## src/rtl/multicycle_control_fsm.sv

```systemverilog
// Multi-cycle IF/ID/EX/MEM/WB control sequencer for the 16-bit TSC datapath.
// Ports: clk, reset_n (async, 1 = reset), opcode/func_code/bcond/mem_ready in;
//        datapath enables, wwd/halt, inst_done, num_inst, state_out out.
module multicycle_control_fsm #(
    parameter int IF_CYCLES     = 2,
    parameter int MEM_CYCLES    = 4,
    parameter bit USE_MEM_READY = 1'b0,
    parameter int CNT_W         = 16
) (
    input  logic             clk,
    input  logic             reset_n,
    input  logic [3:0]       opcode,
    input  logic [5:0]       func_code,
    input  logic             bcond,
    input  logic             mem_ready,
    output logic             mem_read,
    output logic             mem_write,
    output logic             i_or_d,
    output logic             ir_write,
    output logic             alu_src_a,
    output logic [1:0]       alu_src_b,
    output logic [1:0]       pc_source,
    output logic             pc_write,
    output logic             pc_write_cond,
    output logic             reg_write,
    output logic [1:0]       wb_src,
    output logic [1:0]       reg_dst,
    output logic             wwd,
    output logic             halt,
    output logic             inst_done,
    output logic [CNT_W-1:0] num_inst,
    output logic [2:0]       state_out
);

    localparam logic [3:0] OP_BNE = 4'd0;
    localparam logic [3:0] OP_BEQ = 4'd1;
    localparam logic [3:0] OP_BGZ = 4'd2;
    localparam logic [3:0] OP_BLZ = 4'd3;
    localparam logic [3:0] OP_ADI = 4'd4;
    localparam logic [3:0] OP_ORI = 4'd5;
    localparam logic [3:0] OP_LHI = 4'd6;
    localparam logic [3:0] OP_LWD = 4'd7;
    localparam logic [3:0] OP_SWD = 4'd8;
    localparam logic [3:0] OP_JMP = 4'd9;
    localparam logic [3:0] OP_JAL = 4'd10;
    localparam logic [3:0] OP_RTY = 4'd15;

    localparam logic [5:0] FN_SHR = 6'd7;
    localparam logic [5:0] FN_JPR = 6'd25;
    localparam logic [5:0] FN_JRL = 6'd26;
    localparam logic [5:0] FN_WWD = 6'd28;
    localparam logic [5:0] FN_HLT = 6'd29;

    localparam int MAXC = (IF_CYCLES > MEM_CYCLES) ? IF_CYCLES : MEM_CYCLES;
    localparam int CW   = (MAXC > 1) ? $clog2(MAXC) : 1;

    localparam logic [CW-1:0] IF_LAST  = CW'(IF_CYCLES - 1);
    localparam logic [CW-1:0] MEM_LAST = CW'(MEM_CYCLES - 1);

    typedef enum logic [2:0] {
        S_IF   = 3'd0,
        S_ID   = 3'd1,
        S_EX1  = 3'd2,
        S_EX2  = 3'd3,
        S_MEM  = 3'd4,
        S_WB   = 3'd5,
        S_HALT = 3'd6
    } state_t;

    typedef enum logic [3:0] {
        C_RALU, C_IMM, C_LWD, C_SWD, C_BR, C_JMP,
        C_JAL, C_JPR, C_JRL, C_WWD, C_HLT, C_BAD
    } cls_t;

    function automatic cls_t classify(input logic [3:0] op,
                                      input logic [5:0] fn);
        cls_t c;
        c = C_BAD;
        case (op)
            OP_BNE, OP_BEQ, OP_BGZ, OP_BLZ: c = C_BR;
            OP_ADI, OP_ORI, OP_LHI:         c = C_IMM;
            OP_LWD:                         c = C_LWD;
            OP_SWD:                         c = C_SWD;
            OP_JMP:                         c = C_JMP;
            OP_JAL:                         c = C_JAL;
            OP_RTY: begin
                if (fn <= FN_SHR)       c = C_RALU;
                else if (fn == FN_JPR)  c = C_JPR;
                else if (fn == FN_JRL)  c = C_JRL;
                else if (fn == FN_WWD)  c = C_WWD;
                else if (fn == FN_HLT)  c = C_HLT;
                else                    c = C_BAD;
            end
            default:                        c = C_BAD;
        endcase
        return c;
    endfunction

    state_t           state_q;
    logic [CW-1:0]    cnt_q;
    logic [CNT_W-1:0] num_inst_q;

    cls_t cls;
    logic if_last;
    logic mem_last;
    logic if_exit;
    logic mem_exit;

    // bcond reaches the PC through pc_write_cond in the datapath
    logic unused_bcond;
    assign unused_bcond = bcond;

    assign cls      = classify(opcode, func_code);
    assign if_last  = (cnt_q == IF_LAST);
    assign mem_last = (cnt_q == MEM_LAST);
    // mem_ready only matters on the final sub-cycle of a phase
    assign if_exit  = if_last  && (!USE_MEM_READY || mem_ready);
    assign mem_exit = mem_last && (!USE_MEM_READY || mem_ready);

    assign num_inst = num_inst_q;

    always_comb begin
        mem_read      = 1'b0;
        mem_write     = 1'b0;
        i_or_d        = 1'b0;
        ir_write      = 1'b0;
        alu_src_a     = 1'b0;
        alu_src_b     = 2'd0;
        pc_source     = 2'd0;
        pc_write      = 1'b0;
        pc_write_cond = 1'b0;
        reg_write     = 1'b0;
        wb_src        = 2'd0;
        reg_dst       = 2'd0;
        wwd           = 1'b0;
        halt          = 1'b0;
        inst_done     = 1'b0;
        state_out     = 3'd0;
        if (!reset_n) begin
            state_out = state_q;
            unique case (state_q)
                S_IF: begin
                    mem_read = 1'b1;
                    ir_write = if_exit;
                end
                S_ID: begin
                    alu_src_b = 2'd1;
                    pc_source = 2'd1;
                    pc_write  = 1'b1;
                    inst_done = (cls == C_HLT) || (cls == C_BAD);
                end
                S_EX1: begin
                    unique case (cls)
                        C_RALU: alu_src_a = 1'b1;
                        C_IMM, C_LWD, C_SWD: begin
                            alu_src_a = 1'b1;
                            alu_src_b = 2'd2;
                        end
                        C_BR: alu_src_b = 2'd2;
                        C_JMP, C_JPR: begin
                            pc_source = (cls == C_JMP) ? 2'd2 : 2'd3;
                            pc_write  = 1'b1;
                            inst_done = 1'b1;
                        end
                        C_JAL, C_JRL: begin
                            pc_source = (cls == C_JAL) ? 2'd2 : 2'd3;
                            pc_write  = 1'b1;
                            reg_write = 1'b1;
                            wb_src    = 2'd2;
                            reg_dst   = 2'd2;
                            inst_done = 1'b1;
                        end
                        C_WWD: begin
                            wwd       = 1'b1;
                            inst_done = 1'b1;
                        end
                        default: inst_done = 1'b1;
                    endcase
                end
                S_EX2: begin
                    alu_src_a     = 1'b1;
                    pc_write_cond = 1'b1;
                    inst_done     = 1'b1;
                end
                S_MEM: begin
                    i_or_d    = 1'b1;
                    mem_read  = (cls == C_LWD);
                    mem_write = (cls == C_SWD);
                    inst_done = (cls == C_SWD) && mem_exit;
                end
                S_WB: begin
                    reg_write = 1'b1;
                    inst_done = 1'b1;
                    wb_src    = (cls == C_LWD) ? 2'd1 : 2'd0;
                    reg_dst   = (cls == C_RALU) ? 2'd1 : 2'd0;
                end
                S_HALT: halt = 1'b1;
                default: ;
            endcase
        end
    end

    always_ff @(posedge clk or posedge reset_n) begin
        if (reset_n) begin
            state_q    <= S_IF;
            cnt_q      <= '0;
            num_inst_q <= '0;
        end else begin
            num_inst_q <= num_inst_q + CNT_W'(inst_done);
            unique case (state_q)
                S_IF: begin
                    if (if_exit) begin
                        state_q <= S_ID;
                        cnt_q   <= '0;
                    end else if (!if_last) begin
                        cnt_q <= cnt_q + 1'b1;
                    end
                end
                S_ID: begin
                    if (cls == C_HLT)      state_q <= S_HALT;
                    else if (cls == C_BAD) state_q <= S_IF;
                    else                   state_q <= S_EX1;
                end
                S_EX1: begin
                    unique case (cls)
                        C_RALU, C_IMM: state_q <= S_WB;
                        C_LWD, C_SWD:  state_q <= S_MEM;
                        C_BR:          state_q <= S_EX2;
                        default:       state_q <= S_IF;
                    endcase
                end
                S_EX2: state_q <= S_IF;
                S_MEM: begin
                    if (mem_exit) begin
                        state_q <= (cls == C_LWD) ? S_WB : S_IF;
                        cnt_q   <= '0;
                    end else if (!mem_last) begin
                        cnt_q <= cnt_q + 1'b1;
                    end
                end
                S_WB:   state_q <= S_IF;
                S_HALT: state_q <= S_HALT;
                default: begin
                    state_q <= S_IF;
                    cnt_q   <= '0;
                end
            endcase
        end
    end

endmodule
```

## config.mk

```make
export PLATFORM = sky130hd
export DESIGN_NAME = multicycle_control_fsm
export DESIGN_NICKNAME = d
export VERILOG_FILES = /design/src/rtl/multicycle_control_fsm.sv
export SDC_FILE = /design/constraint.sdc
export NUM_CORES = 1
export LEC_CHECK = 0
export BUFFER_PORTS_ARGS = -buffer_cell sky130_fd_sc_hd__buf_2
export CORE_UTILIZATION = 50
export CTS_BUF_LIST = sky130_fd_sc_hd__clkbuf_8
export DETAILED_ROUTE_END_ITERATION = 10
export PLACE_DENSITY = 0.78
export RECOVER_POWER = 25
export SYNTH_ARGS = -nofsm -noshare
export SYNTH_HDL_FRONTEND = slang
export SYNTH_SLANG_ARGS = --single-unit
```

## constraint.sdc

```tcl
create_clock -name clk -period 2.7 [get_ports clk]
set_input_delay 0.54 -clock clk [delete_from_list [all_inputs] [get_ports clk]]
set_output_delay 0.54 -clock clk [all_outputs]
set_load 0.1 [all_outputs]
```

## After elaboration in Yosys (flattened, before gate mapping)

Cells that the tools add are included.

| word-level totals | value |
|---|---|
| input bits | 14 |
| logic and storage cells | 119 |
| bits in registers | 21 |
| output and inout bits | 38 |

| cells by class | value |
|---|---|
| magnitude comparators | 1 |
| mux-type cells | 59 |
| equality and inequality tests | 36 |
| $add $sub $neg | 2 |
| reduce and logical (&&, ||, !) cells | 18 |

Operator list:

| operator | count |
|---|---|
| 4-bit by 3-bit == test with 1-bit output (second input constant) | 8 |
| 4-bit == test (second input constant) | 8 |
| 4-bit one-hot mux with 7 select lines | 1 |
| 1-bit 2-to-1 mux | 27 |
| 6-bit by 5-bit == test with 1-bit output (second input constant) | 4 |
| 2-bit 2-to-1 mux | 11 |
| 2-bit one-hot mux with 2 select lines | 5 |
| 16-bit by 1-bit adder with 16-bit output | 1 |
| 4-bit by 2-bit == test with 1-bit output (second input constant) | 4 |
| 4-bit OR reduction | 4 |
| 3-bit 2-to-1 mux | 5 |
| 3-bit one-hot mux with 5 select lines | 1 |
| 2-bit OR reduction | 5 |
| 5-bit OR reduction | 2 |
| 3-bit == test (second input constant) | 3 |
| 3-bit one-hot mux with 3 select lines | 1 |
| 4-bit by 1-bit == test with 1-bit output (second input constant) | 2 |
| 4-bit logical NOT | 2 |
| 4-bit 2-to-1 mux | 2 |
| 1-bit one-hot mux with 2 select lines | 4 |
| 3-bit by 2-bit == test with 1-bit output (second input constant) | 2 |
| 6-bit by 3-bit <= comparator with 1-bit output (second input constant) | 1 |
| 2-bit one-hot mux with 3 select lines | 1 |
| 2-bit inequality test (second input constant) | 2 |
| other kinds (10) | 10 |

## Depth between registers and ports, before layout

| logic depth | value |
|---|---|
| depth in word-level cells | 13 |
| gate-level depth with buffers | 12 |
| depth with buffers taken out | 11 |

## Least setup slack after synthesis

No wires, ideal clock.

| path | value |
|---|---|
| path type | input port to output port |
| start point | input opcode[3] |
| end point | output mem_read |
| setup slack | -3.406 ns |
| path buffers | 1 |
| data required time | 2.160 ns |
| stages on the path | 3 |
| arrival time | 5.566 ns |
| cells stage by stage | clkbuf_4 nand2b_1 a2111oi_0 |

| on the way | value |
|---|---|
| longest elaborated chain between the ends | 6 |
| elaborated cells between the ends (all ways) | 18 |
| classes of those cells | eq/ne: 12; mux: 3; reduce/logical: 3 |

Ends and longest elaborated chain:

| element | RTL line | text |
|---|---|---|
| from (decl) | 12 | `input logic [3:0] opcode,` |
| 4-bit by 1-bit == test with 1-bit output (tied with other cells) | 79 | `case (op)` |
| 4-bit OR reduction or 3-bit OR reduction (tied branches) | 79 |  |
| 4-bit one-hot mux with 7 select lines (*) | 79 |  |
| 4-bit by 2-bit == test with 1-bit output (*) | 187 | `mem_read = (cls == C_LWD);` |
| 1-bit one-hot mux with 2 select lines (*) | 141 | `unique case (state_q)` |
| 1-bit 2-to-1 mux (*) | 139 | `if (!reset_n) begin` |
| to (decl) | 16 | `output logic mem_read,` |

Every way passes the cells marked *; elsewhere a longest branch is shown, timed or not.

## Final worst setup path

| path | value |
|---|---|
| start point | input func_code[4] |
| end point | output wb_src[1] |

| on the way | value |
|---|---|
| longest elaborated chain between the ends | 12 |
| elaborated cells between the ends (all ways) | 17 |
| classes of those cells | order compare: 1; eq/ne: 6; mux: 9; reduce/logical: 1 |

Ends and longest elaborated chain:

| element | RTL line | text |
|---|---|---|
| from (decl) | 13 | `input logic [5:0] func_code,` |
| 6-bit by 5-bit == test with 1-bit output | 91 | `else if (fn == FN_HLT) c = C_HLT;` |
| 1-bit 2-to-1 mux | 91 |  |
| 2-bit 2-to-1 mux | 90 | `else if (fn == FN_WWD) c = C_WWD;` |
| 2-bit 2-to-1 mux | 89 | `else if (fn == FN_JRL) c = C_JRL;` |
| 4-bit 2-to-1 mux | 88 | `else if (fn == FN_JPR) c = C_JPR;` |
| 4-bit 2-to-1 mux (*) | 87 | `if (fn <= FN_SHR) c = C_RALU;` |
| 4-bit one-hot mux with 7 select lines (*) | 79 |  |
| 4-bit by 3-bit == test with 1-bit output or 4-bit == test (tied branches) | 153 | `unique case (cls)` |
| 2-bit OR reduction (*) | 153 |  |
| 2-bit 2-to-1 mux (*) | 153 |  |
| 2-bit one-hot mux with 2 select lines (*) | 141 |  |
| 2-bit 2-to-1 mux (*) | 139 |  |
| to (decl) | 26 | `output logic [1:0] wb_src,` |

Marked as above.

==> impl_results.md <==
* Area delta synth->final at 62.7%
* Initial Utilization at 53.4%
* Vias in the first global route at 1720
* Crit path DAT at 2.24 ns
* Post-Syn Instances at 199
* Run status: finished with violations
* CP max-delay cell: a311o_1
* Final Worst Setup Slack at -0.0834 ns
* Post-route DRC violation count at 0
* Post-Route Skew at 0.00292 ns
* Post-DP HPWL at 3660 um
* CTS Hold Buffers Added at 0
* Syn_nets at 219
* Post-DRT Antenna Nets at 0
* Die width at 59.6 um
* Gpl congestion at 0.879
* Grt total ovfl at 0
* H-tree Lvls at 1
* Hold path start: num_inst[15]
* Synth Cell Area at 1660 sq um
* Port Buffer Count at 49
* PD cells at 792 nW/um^2
* # fillers at 186
* Worst hold stages at 1
* Die area at 3550 sq um
* Async S/R FF share, synth at 100%
* Inserted Diodes at 0
* Slew margin rel. at 24.2%
* Io pins at 52
* First-pass GRT wire length at 7630 um
* Synth top area share at 31.7%
* Combinational Power Share at 67.8%
* Clk pwr share at 9.8%
* Post-Route WL at 4760 um
* Pleak at 1.19 nW
* Data required time of the worst path at 2.16 ns
* Clock tree buffer depth at 2
* Die span in y at 59.6 um
* CP endpoint kind: primary output
* Gr usage total at 28.1%
* Vias at 1836
* Min-Delay Endpoint: num_inst[15]
* Register area share after synthesis at 31.7%
* Fin crit period at 2.78 ns
* Clk slew on worst S/H paths at 0.08 ns
* Via density at 5.83
* First drt pass iteration count at 4
* Achievable Freq at 0.359 GHz
* Total CTS buffers at 3
* Cell Count Post-Placement at 309
* DP Area at 2570 sq um
* Worst slack, placed at -0.118 ns
* Drt wl/cell at 15.1 um
* Initial DRC count at 102
* Worst-Margin Slew at 1.14 ns
* Number of nets in the layout at 292
* CP Cell Sequence: buf_2 -> or2_2 -> a311o_1 -> a221oi_2 -> buf_6 -> a31oi_4 -> nor2_4 -> buf_12
* Tcrit/Tclk final at 103%
* FF-to-FF Start: state_q[1]
* Final hold vios at 0
* Post-synth EDFFs at 0
* Worst-path maximum fanout at 8
* Commonest non-fill, non-tap cell in the layout: buf_2
* CORE AREA at 3100 sq um
* Final Slew Violations at 0
* Cell count of the worst reg-to-reg path at 9
* RSZ-0062 raised after global routing: yes
* Fin area at 2700 sq um
* Flop2flop setup slack at 0.45 ns
* Hold Crit Class: register to register
* Netlist cell types at 47
* Final std cells w/o fill at 315
* CP peak stage delay at 0.33 ns
* Final setup viols at 8
* Startpoint Class: input port
* Largest net degree at the start of global routing at 22
* NetSw at 1.22 mW
* Int Pwr at 0.919 mW
* Yosys top cell by area: dfrtp_1
* R2r endpoint: num_inst[9]
* Clk Tree Root Cell: clkbuf_8
* Sw Share at 57.0%
* Peak supply drop at 0.767 mV
* Sink Count at 21
* Synth top area cells: dfrtp_1 (32%), xnor2_1 (6.3%), ha_1 (4.5%)
* Synthesized area per cell at 8.33 sq um
* Max Cap Viol at 0
* Crit Path Category: input port to primary output
* Clk_lat worst skew at 0.26 ns
* Initial antenna violation count at 0
* Share of cells above drive strength 1 at 47.6%
* Ys flop type: dfrtp_1
* Most frequent cells in the layout: buf_2 (33), buf_4 (25), dfrtp_1 (21)
* Flop pwr share at 22.5%
* Flop and latch count out of synthesis at 21
* Failing checks: setup timing
* CTS tree: yes
* Num rows at 20
* YS warnings at 0
worst max-delay path by stage:
stage / startpoint / endpoint / cells after the start / slack [ns]
2_1_floorplan: opcode[3] / mem_read / 3 / -0.68
3_3_place_gp: func_code[0] / reg_dst[1] / 8 / -0.13
3_5_place_dp: func_code[0] / reg_dst[1] / 8 / -0.12
4_1_cts: func_code[0] / wb_src[1] / 8 / -0.08
5_1_grt: func_code[0] / wb_src[1] / 8 / -0.15
6_report: func_code[4] / wb_src[1] / 8 / -0.08
Yosys cell counts, types with 3 or more instances:
| cell type | number |
|---|---|
| dfrtp_1 | 21 |
| nor2_1 | 18 |
| nand2_1 | 17 |
| a21oi_1 | 14 |
| xnor2_1 | 12 |
| nand3_1 | 10 |
| nor3_1 | 10 |
| and3_1 | 6 |
| ha_1 | 6 |
| o21ai_0 | 6 |
| inv_1 | 5 |
| nand2b_1 | 5 |
| nand4_1 | 5 |
| or3_1 | 5 |
| xor2_1 | 5 |
| nor2b_1 | 4 |
| a31oi_1 | 3 |
| buf_4 | 3 |
| clkbuf_1 | 3 |
| nor4_1 | 3 |
worst max-delay path, delay by kind of cell:
kind,cells,cell delay (ns)
compound gates,3,0.71
buf+inv,3,0.50
simple gates,2,0.48
timing repair:
action	CTS	global route
hold endpoints to repair	0	0
buffers inserted	1	1
gates resized for setup	5	12
pin swaps	1	0
endpoints found under the setup margin	8	11
sequential cells by signal, indices dropped and copies added (netlist names):
register and count:
cnt_q 2, state_q 3, num_inst 16
power groups by stage:
stage               logic, mW  clock network, mW  registers, mW
floorplan               0.920                  0          0.662
global placement         1.40                  0          0.478
detailed placement       1.43                  0          0.484
CTS                      1.44              0.210          0.480
global route             1.53              0.224          0.490
finish                   1.45              0.209          0.480
kinds of logic (layout without fill, tap and decap cells):
| logic type | Yosys count | in the layout | synth area share, % |
|---|---|---|---|
| AND/OR/NAND/NOR | 97 | 97 | 31.6 |
| AO/OA/AOI/OAI | 42 | 42 | 17.6 |
| flip-flops | 21 | 21 | 31.7 |
| adder cells (fa/ha/maj) | 6 | 6 | 4.53 |
| buffers and inverters | 16 | 88 | 5.58 |
| XOR/XNOR | 17 | 17 | 8.98 |
stage by stage:
step | power (mW) | utilization (%) | setup TNS, ns | hold slack [ns]
after floorplan | 1.58 | - | -4.71 | 0.560
after global placement | 1.88 | 82.7 | -0.629 | 0.447
after detailed placement | 1.91 | 82.7 | -0.844 | 0.471
after CTS | 2.13 | 85.0 | -0.333 | 0.481
after global routing | 2.24 | 86.9 | -0.972 | 0.496
final | 2.14 | 86.9 | -0.356 | 0.477
layout make-up:
cell class	count	area [sq um]	area share, %
Clock inverter	1	5.00	0.186
Multi-Input combinational cell	162	1350	50.0
Inverter	5	26.3	0.974
Timing Repair Buffer	79	697	25.8
Tap cell	44	55.1	2.04
Sequential cell	21	526	19.5
Clock buffer	3	41.3	1.53
layer usage:
metal | GRT usage, % | wire length (um)
met4 | 3.99 | 21
met5 | 0 | 0
met2 | 50.1 | 2490
met1 | 36.3 | 1990
met3 | 4.80 | 266
Note: power is estimated with default switching activity, not from simulation.
